===== config.mk =====
export PLATFORM = sky130hd
export DESIGN_NAME = serial_comparator_controller
export DESIGN_NICKNAME = d
export VERILOG_FILES = /design/src/rtl/serial_comparator_controller.sv
export SDC_FILE = /design/constraint.sdc
export NUM_CORES = 1
export LEC_CHECK = 0
export BUFFER_PORTS_ARGS = -buffer_cell sky130_fd_sc_hd__buf_2
export CAP_MARGIN = 30
export CORE_MARGIN = 4
export CORE_UTILIZATION = 40
export DETAILED_ROUTE_END_ITERATION = 10
export PLACE_DENSITY_LB_ADDON = 0.1
export SYNTH_ARGS = -nofsm -noshare
export SYNTH_HDL_FRONTEND = slang
export SYNTH_SLANG_ARGS = --single-unit

===== constraint.sdc =====
create_clock -name Clock_In -period 2.86 [get_ports Clock_In]
set_input_delay 0.572 -clock Clock_In [delete_from_list [all_inputs] [get_ports Clock_In]]
set_output_delay 0.572 -clock Clock_In [all_outputs]
set_load 0.02 [all_outputs]

===== src/rtl/serial_comparator_controller.sv =====
// Serial magnitude comparator: one shared 2-bit comparator walks the operands
// two bits per cycle, MSB slice first, and stops at the first unequal slice.

// Combinational 2-bit unsigned comparator; all outputs low when disabled.
module comparator_2_bit (
    input  logic       Enable_In,
    input  logic [1:0] A_In,
    input  logic [1:0] B_In,
    output logic       Gt_Out,
    output logic       Eq_Out,
    output logic       Lt_Out
);

    // Plain magnitude compare gated by the enable.
    always_comb begin
        Gt_Out = Enable_In & (A_In > B_In);
        Eq_Out = Enable_In & (A_In == B_In);
        Lt_Out = Enable_In & (A_In < B_In);
    end

endmodule

module serial_comparator_controller #(
    parameter int unsigned DATA_WIDTH = 16
) (
    input  logic                            Clock_In,
    input  logic                            Reset_In,
    input  logic                            Start_In,
    input  logic [DATA_WIDTH-1:0]           Data_A_In,
    input  logic [DATA_WIDTH-1:0]           Data_B_In,
    output logic                            Busy_Out,
    output logic                            Done_Out,
    output logic                            A_gt_B_Out,
    output logic                            A_eq_B_Out,
    output logic                            A_lt_B_Out,
    output logic [$clog2(DATA_WIDTH/2):0]   Slices_Used_Out
);

    localparam int unsigned NumSlices = DATA_WIDTH / 2;
    // Index needs at least one bit even when there is a single slice.
    localparam int unsigned IdxW      = (NumSlices > 1) ? $clog2(NumSlices) : 1;
    localparam int unsigned CntW      = $clog2(NumSlices) + 1;

    typedef enum logic [1:0] {
        StIdle,
        StCompare,
        StDone
    } state_e;

    state_e                  state_q, state_d;
    logic [DATA_WIDTH-1:0]   a_q, a_d;
    logic [DATA_WIDTH-1:0]   b_q, b_d;
    logic [IdxW-1:0]         idx_q, idx_d;
    logic                    gt_q, gt_d;
    logic                    eq_q, eq_d;
    logic                    lt_q, lt_d;
    logic [CntW-1:0]         used_q, used_d;

    logic [1:0]              a_slice;
    logic [1:0]              b_slice;
    logic                    slice_gt;
    logic                    slice_eq;
    logic                    slice_lt;
    logic [CntW-1:0]         used_now;

    // Select the current 2-bit slice {2k+1:2k} of each captured operand.
    always_comb begin
        a_slice  = 2'(a_q >> {idx_q, 1'b0});
        b_slice  = 2'(b_q >> {idx_q, 1'b0});
        // Slices examined so far, counting the one being evaluated now.
        used_now = CntW'(NumSlices) - CntW'(idx_q);
    end

    comparator_2_bit u_cmp (
        .Enable_In (1'b1),
        .A_In      (a_slice),
        .B_In      (b_slice),
        .Gt_Out    (slice_gt),
        .Eq_Out    (slice_eq),
        .Lt_Out    (slice_lt)
    );

    // Next-state logic: accept in idle, scan slices, early-exit on a difference.
    always_comb begin
        state_d = state_q;
        a_d     = a_q;
        b_d     = b_q;
        idx_d   = idx_q;
        gt_d    = gt_q;
        eq_d    = eq_q;
        lt_d    = lt_q;
        used_d  = used_q;

        case (state_q)
            StIdle: begin
                if (Start_In) begin
                    a_d     = Data_A_In;
                    b_d     = Data_B_In;
                    idx_d   = IdxW'(NumSlices - 1);
                    state_d = StCompare;
                end
            end
            StCompare: begin
                if (!slice_eq) begin
                    gt_d    = slice_gt;
                    eq_d    = 1'b0;
                    lt_d    = slice_lt;
                    used_d  = used_now;
                    state_d = StDone;
                end else if (idx_q == '0) begin
                    gt_d    = 1'b0;
                    eq_d    = 1'b1;
                    lt_d    = 1'b0;
                    used_d  = used_now;
                    state_d = StDone;
                end else begin
                    idx_d = idx_q - IdxW'(1);
                end
            end
            StDone: begin
                state_d = StIdle;
            end
            default: begin
                state_d = StIdle;
            end
        endcase
    end

    // State and result registers; reset wins over any pending operation.
    always_ff @(posedge Clock_In) begin
        if (Reset_In) begin
            state_q <= StIdle;
            a_q     <= '0;
            b_q     <= '0;
            idx_q   <= '0;
            gt_q    <= 1'b0;
            eq_q    <= 1'b0;
            lt_q    <= 1'b0;
            used_q  <= '0;
        end else begin
            state_q <= state_d;
            a_q     <= a_d;
            b_q     <= b_d;
            idx_q   <= idx_d;
            gt_q    <= gt_d;
            eq_q    <= eq_d;
            lt_q    <= lt_d;
            used_q  <= used_d;
        end
    end

    // Outputs decode directly from registered state.
    always_comb begin
        Busy_Out        = (state_q != StIdle);
        Done_Out        = (state_q == StDone);
        A_gt_B_Out      = gt_q;
        A_eq_B_Out      = eq_q;
        A_lt_B_Out      = lt_q;
        Slices_Used_Out = used_q;
    end

endmodule


=== Word-level counts from Yosys, hierarchy flattened ===
Cells that the tools add are included.

* Register bits after elaboration: 44
* Logic and storage cells: 45
* Output and inout port bits: 9
* Bits of input ports: 35

* $add $sub $neg: 2
* $lt $le $gt $ge: 2
* Multiplexer cells: 15
* Reduce and logical (&&, ||, !) cells: 8
* Equality and inequality tests: 8
* Shifts and indexed selects: 2

{| class="wikitable"
|+ Operators with widths
! operator !! count
|-
| 16-bit by 4-bit right shift with 2-bit output || 2
|-
| 3-bit 2-to-1 mux || 3
|-
| 4-bit 2-to-1 mux || 2
|-
| 2-bit 2-to-1 mux || 3
|-
| 2-bit != test (second input constant) || 3
|-
| 3-bit one-hot mux with 2 select lines || 1
|-
| 2-bit AND reduction || 3
|-
| 1-bit 2-to-1 mux || 5
|-
| 2-bit one-hot mux with 2 select lines || 1
|-
| 4-bit AND reduction || 1
|-
| 2-bit nonzero test || 2
|-
| 4-bit by 3-bit subtractor with 4-bit output (first input constant) || 1
|-
| 3-bit logical NOT || 1
|-
| 3-bit != test (second input constant) || 1
|-
| 3-bit by 1-bit subtractor with 3-bit output (second input constant) || 1
|-
| 2-bit by 1-bit equality test with 1-bit output (second input constant) || 1
|-
| 2-bit equality test || 1
|-
| 2-bit equality test (second input constant) || 1
|-
| 2-bit greater-than comparator || 1
|-
| 2-bit logical NOT || 1
|-
| 2-bit < comparator || 1
|-
| 2-bit by 1-bit != test with 1-bit output (second input constant) || 1
|}

=== Depth between registers and ports, before layout ===
Gate-level depths: netlist (run 1).

* Depth in word-level cells: 4
* Depth in mapped cells: 9
* Depth with buffers taken out: 7

=== By module ===
From an unflattened synthesis (run 1), not the netlist that was laid out.

* Cells, all modules: 231
* Area total of the unflattened synthesis: 1976.9 µm²

{| class="wikitable"
|+ By module, submodules not included
! module !! cells an instance !! area an instance (µm²) !! times used !! sequential area each (µm²)
|-
| serial_comparator_controller || 222 || 1896.8 || 1 || 880.8
|-
| comparator_2_bit || 9 || 80.1 || 1 || 0.0
|}

=== Worst setup path after synthesis (run 1) ===
OpenSTA, ideal clock, no wires.

* Kind: flip-flop to flip-flop
* Start: reg idx_q[1]
* End: reg idx_q[2]
* Buffers on the path: 2
* Slack: 0.657 ns
* Library setup time: 0.131 ns
* Cell stages (with the launch flop): 10
* Required time: 2.729 ns
* Arrival time: 2.072 ns
* Clock period less this slack: 2.203 ns
* Cell sequence: dfxtp_1 -> buf_6 -> mux4_1 -> nand2_1 -> nand2_1 -> ha_1 -> and3b_1 -> buf_2 -> a311oi_1 -> a311oi_1

* Longest elaborated chain between the ends: 4
* Elaborated cells on any way between the ends: 11
* Classes of those cells: 1 x add/sub; 3 x eq/ne; 2 x shift; 3 x mux; 2 x reduce/logical

{| class="wikitable"
|+ RTL lines
! item !! RTL line !! source
|-
| from (decl) || 53 || <nowiki>logic [IdxW-1:0] idx_q, idx_d;</nowiki>
|-
| from (signal assigned) || 144 || <nowiki>idx_q <= idx_d;</nowiki>
|-
| 16-bit by 4-bit right shift with 2-bit output, or another cell as far along || 68 || <nowiki>a_slice = 2'(a_q >> {idx_q, 1'b0});</nowiki>
|-
| 2-bit equality test or 3-bit 2-to-1 mux (tied branches) || 17, 110 ||
|-
| 2-bit != test (no source line) or 3-bit 2-to-1 mux (tied branches) || -- ||
|-
| 4-bit AND reduction (no source line) or 3-bit one-hot mux with 2 select lines (tied branches) || -- ||
|}

Several ways; a longest one is shown, not always the timed one. The select of a mux whose other input is x is not followed.
A chain may end at the register's enable or synchronous reset.

=== Final worst setup path (run 1) ===
Same ends and word-level chain as after synthesis.

==> results.toml, run 1 <==
[run_status]
status = "completed"

[floorplanning]
start_util_pct = 41.8
die-area_sq_um = 6160
num_io_pins = 44
core_area_sq_um = 4750
fp.dieH_um = 78.5
row_count = 25
die_x_um = 78.5

[cells_and_area]
nets = 301
drive_above_1_share_pct = 24.4
most-common-layout-cells = "nand2_1, dfxtp_1, buf_2"
layout.area.seq_sq_um = 881
syn_to_final_growth_pct = 16.0
fillerInstances = 519
multi_input_area_sq_um = 968
antennaDiodeCount = 0
final_common_cell = "nand2_1"

[global_route]
grt_pass1_wl_mm = 6.80
overflow = 0
groute.usage.overall_pct = 13.7
grt_max_degree = 45
grt_pass1_vias = 1431
antenna_found_initial = 0

[critical_path]
crit_slowest_cell = "mux4_1"
ff2ff_setup_slack_ns = 0.52
cp_cell_sequence = "buf_4 > mux4_1 > nand2_1 > nand2_1 > ha_1 > and3b_1 > a311oi_1 > a311oi_1"
required_ns = 3.06
crit_start = "idx_q[1]"
worstSetupPathType = "reg -> reg"
cp.buffers_inverters = 1
endpoint = "idx_q[2]"
worstPathMaxFanout = 10
critPathMaxStageDelay_ns = 0.55
cpLargestDelayFamily = "multiplexers"
critPathArrivalTime_ns = 2.54
rr_worst_depth = 8
critPathLaunchType = "register"
r2r_start = "idx_q[1]"
crit_cells = 8
r2r-end = "idx_q[2]"
cp-end-kind = "register"

[clock_tree]
cts_sinks = 44
cts_setup_buffers = 0
cts_buffers = 5
path_clk_slew_ns = 0.09
cts_resized = 0
clk_path_buf_depth = 2
root_buffer = "clkbuf_8"
cts-hold-fix-buffers = 0
cts_tree = "built"
htreeDepth = 2
clock_latency_ns = 0.30

[routing]
drt_wl_total_mm = 4.18
drt_iter0_drc = 84
avgViaCountPerCell = 4.90
ant_nets = 0
drt_pre_antenna_iters = 4
drc = 0
avgRoutedWirePerCell_um = 12.7
num_vias = 1613

[place]
dp_slack_ns = 0.532
gp_congestion = 0.836
dp_hpwl_mm = 2.96
port_buffers = 43

[synth]
synth_area_leaders = "dfxtp_1, nand2_1, a21oi_1, mux4_1, mux4_2"
yosys_warnings = 0
yosys.area.top_type = "dfxtp_1"
netlist_instances = 222
synth_cell_types = 30
seq_area_frac_synth_pct = 44.3
synth_area_sq_um = 1990
netlist.area_leader.share_pct = 44.3
ys_ff_latch = 44
avgSynthCellArea_sq_um = 8.96
syn_nets = 262

[sta]
setup-violations-final = 0
slew_violations = 0
hold_viol = 0
clock.fmax_mhz = 427
setup_slack_ns = 0.521
rsz0062_at_grt = "false"
slew_headroom_pct = 46.6
setup_tns_ns = 0
worstMarginPinSlew_ns = 0.802
period_minus_slack_ns = 2.34
clock_skew_ns = 0.00934
period_share_pct = 81.8

[power_and_ir_drop]
p_leak_uw = 0.000965
power_density_nw_per_um2 = 706
max-vdd-ir-drop_uv = 287

[flow_run]
cap_violations = 0

[worst_hold_path]
hold_class = "reg -> reg"
hold_start = "b_q[0]"
## area by class of cell
class	instances	share of cell area [%]
repair buffers	49	11.3
clock buffers	6	3.58
clock inverters	2	0.651
flip-flops and latches	44	38.2
multi-input cells	157	42.0
well taps	67	3.64
inverters	4	0.651
## power breakdown
part | internal, uW | leakage (uW) | switching, uW | total [uW]
sequential | 686 | 0.000361 | 52.1 | 738
clock | 196 | 0.0000434 | 214 | 409
combinational | 204 | 0.000561 | 277 | 481
total | 1090 | 0.000965 | 543 | 1630
## worst min-delay path by stage
stage | endpoint | cells past startpoint
global placement | b_q[0] | 2
detailed placement | b_q[0] | 2
global route | a_q[11] | 2
CTS | b_q[0] | 2
finish | b_q[0] | 2
floorplan | b_q[4] | 2
## state kept, by name, indices dropped and copies added (netlist names)
register / cells
Slices_Used_Out: 4
A_eq_B_Out: 1
state_q: 2
A_gt_B_Out: 1
A_lt_B_Out: 1
idx_q: 3
b_q: 16
a_q: 16
## logic make-up after synthesis
logic type | share of synthesized area, %
and+or+nand+nor | 20.0
DFF | 44.3
adders and majority gates | 3.15
buffers and inverters | 6.98
muxes | 11.3
AOI/OAI and AO/OA | 14.2
## Yosys cell counts, drive strengths merged
cell and instances:
nor3b 2, a211o 1, inv 4, nand2b 2, nand2 71, dfxtp 44, or3b 1, clkbuf 5
nor2 1, a221oi 1, mux4 8, mux2i 3, a22oi 1, and3b 1, a21oi 37, or2 1
nand3b 2, o21ai 5, nor2b 1, ha 5, nor3 3, a211oi 4, nand3 4, buf 12
a311oi 2, and2b 1
## per-layer routing
metal | global-route usage (%) | share of wire [%]
met4 | 4.72 | 1.5
met2 | 21.6 | 48
met3 | 3.21 | 3.6
met1 | 18.4 | 47
met5 | 0 | 0
## stage by stage
step	area, sq um	utilization, %	hold slack [ns]	power (uW)	instances
2_1_floorplan	1990	-	0.432	1130	222
3_3_place_gp	2210	46.4	0.440	1240	321
3_5_place_dp	2210	46.4	0.443	1240	321
4_1_cts	2310	48.5	0.456	1660	329
5_1_grt	2310	48.5	0.482	1730	329
6_report	2310	48.5	0.453	1630	329
## worst reg2reg max path: stages, from the launching register on
cell and delay (ns):
dfxtp_1 0.34, buf_4 0.16, mux4_1 0.55, nand2_1 0.08
nand2_1 0.06, ha_1 0.31, and3b_1 0.36, a311oi_1 0.15
a311oi_1 0.25
No activity file was read; power rests on OpenSTA's default activity.
==> run 2, diff against run 1 <==
clock period = 2.2 ns   (was 2.86 ns; I/O delays follow)
==> run 2 against run 1 <==
Against the previous run:
- design area is 6.7% higher
- clock skew shrank 0.0021 ns
- worst hold slack lost 0.086 ns
- sequential power increased by 30%
- largest power group unchanged
- core utilization rose by 3.2 points
- non-clock buffer count up 10
- via count rose by 3.3%
- flip-flop and latch count did not move
- maximum frequency grew 8.2%
- largest cell class unchanged
- routed wire length grew 5.2%
- global-route usage rose by 0.95 points
- clock power is 21% higher
==> results.toml, run 2 (same netlist as run 1, synthesis figures left out) <==
[run_status]
status = "completed"

[cells_and_area]
final_util_pct = 51.7
antennaDiodeCount = 0
final_common_cell = "nand2_1"
fillerInstances = 507
nets = 311
most-common-layout-cells = "nand2_1, buf_2, dfxtp_1"
syn_to_final_growth_pct = 23.7
fin_cells = 339
drive_above_1_share_pct = 34.6

[worst_hold_path]
hold_class = "in -> reg"

[floorplanning]
row_count = 25
die_x_um = 78.5
start_util_pct = 41.8
die-area_sq_um = 6160
fp.dieH_um = 78.5
core_area_sq_um = 4750
num_io_pins = 44

[sta]
period_share_pct = 98.3
setup_slack_ns = 0.0370
worstMarginPinSlew_ns = 0.554
period_minus_slack_ns = 2.16
rsz0062_at_grt = "true"
slew_violations = 0
slew_headroom_pct = 63.1
clock.fmax_mhz = 462
setup-violations-final = 0
timing.hold.ws_ns = 0.367
hold_viol = 0
clock_skew_ns = 0.00720

[routing]
num_vias = 1667
drc = 0
drt_wl_total_mm = 4.40
avgViaCountPerCell = 4.92
drt_pre_antenna_iters = 4
ant_nets = 0
avgRoutedWirePerCell_um = 13.0
drt_iter0_drc = 118

[clock_tree]
path_clk_slew_ns = 0.08
cts_sinks = 44
clk_path_buf_depth = 2
cts_buffers = 5
root_buffer = "clkbuf_8"
cts-hold-fix-buffers = 0
cts_setup_buffers = 0
htreeDepth = 2
clock_latency_ns = 0.30
cts_tree = "built"

[critical_path]
critPathLaunchType = "register"
cp-end-kind = "register"
critPathArrivalTime_ns = 2.33
worstPathMaxFanout = 3
required_ns = 2.36
worstSetupPathType = "reg -> reg"

[place]
dp_slack_ns = -0.0568
port_buffers = 43
dp_hpwl_mm = 3.14
dp_cells = 331
gp_congestion = 0.854

[global_route]
antenna_found_initial = 0
grt_pass1_vias = 1472
grt_util_met2_pct = 21.5
grt_pass1_wl_mm = 7.12
use_met3_pct = 3.67
grt_max_degree = 33
grtUsageMet1_pct = 20.4
top_usage_layer = "met2"
overflow = 0
groute.usage.overall_pct = 14.7

[power_and_ir_drop]
max-vdd-ir-drop_uv = 484
finalPower_uw = 2300
power_density_nw_per_um2 = 933
p_leak_uw = 0.00100

[flow_run]
cap_violations = 0
## run 2: changes by cell type in the layout (fill, tap and decap cells not counted), moves of 3 or more
cell / previous run / this run
buf_6: 0 / 4
a21oi_2: 0 / 3
o21ai_0: 5 / 0
mux4_2: 4 / 7
o21ai_2: 0 / 4
mux4_1: 4 / 1
a21oi_1: 37 / 34
buf_4: 6 / 12
## run 2: worst max-delay path, stage by stage (launching register included)
cell,delay [ns]
dfxtp_2,0.35
buf_6,0.11
mux4_2,0.52
mux2i_4,0.19
ha_4,0.23
nand2b_1,0.14
a211o_1,0.34
nor3b_1,0.15
## run 2: final cells by class
type | count | area [sq um] | area share, %
multi-input cells | 157 | 1040 | 42.3
flip-flops and latches | 44 | 883 | 35.9
repair buffers | 59 | 350 | 14.2
well taps | 67 | 83.8 | 3.41
clock buffers | 5 | 68.8 | 2.80
clock inverters | 3 | 18.8 | 0.763
inverters | 4 | 15.0 | 0.610
## run 2: power breakdown
group / total, uW / internal (uW) / switching, uW
logic: 837 / 396 / 441
registers: 962 / 894 / 68.7
clock network: 496 / 221 / 275
## run 2: per-layer routing
| layer | share of wire [%] | vias up | routed length [um] |
|---|---|---|---|
| met5 | 0 | - | 0 |
| met4 | 1.8 | 0 | 77 |
| met3 | 5.1 | 8 | 225 |
| met2 | 45 | 38 | 1990 |
| met1 | 48 | 763 | 2110 |
| li1 | - | 858 | - |
## run 2: worst paths after layout
kind | start | cells past startpoint | end | slack (ns)
worst max-delay path | idx_q[1] | 7 | A_gt_B_Out | 0.04
worst min-delay path | Data_B_In[4] | 3 | b_q[4] | 0.37
worst max register to register | idx_q[1] | 7 | A_gt_B_Out | 0.04
worst min register to register | a_q[8] | 2 | a_q[8] | 0.46
## run 2: per-stage QoR
stage,area [sq um],setup TNS (ns)
final,2460,0
after global routing,2460,-0.394
after CTS,2370,0
after detailed placement,2280,-0.268
after global placement,2280,-0.261
after floorplan,1990,0
## run 2: what timing repair did
action,4_1_cts,5_1_grt
gates resized for setup,10,21
pin swaps,3,15
endpoints found under the setup margin,8,11
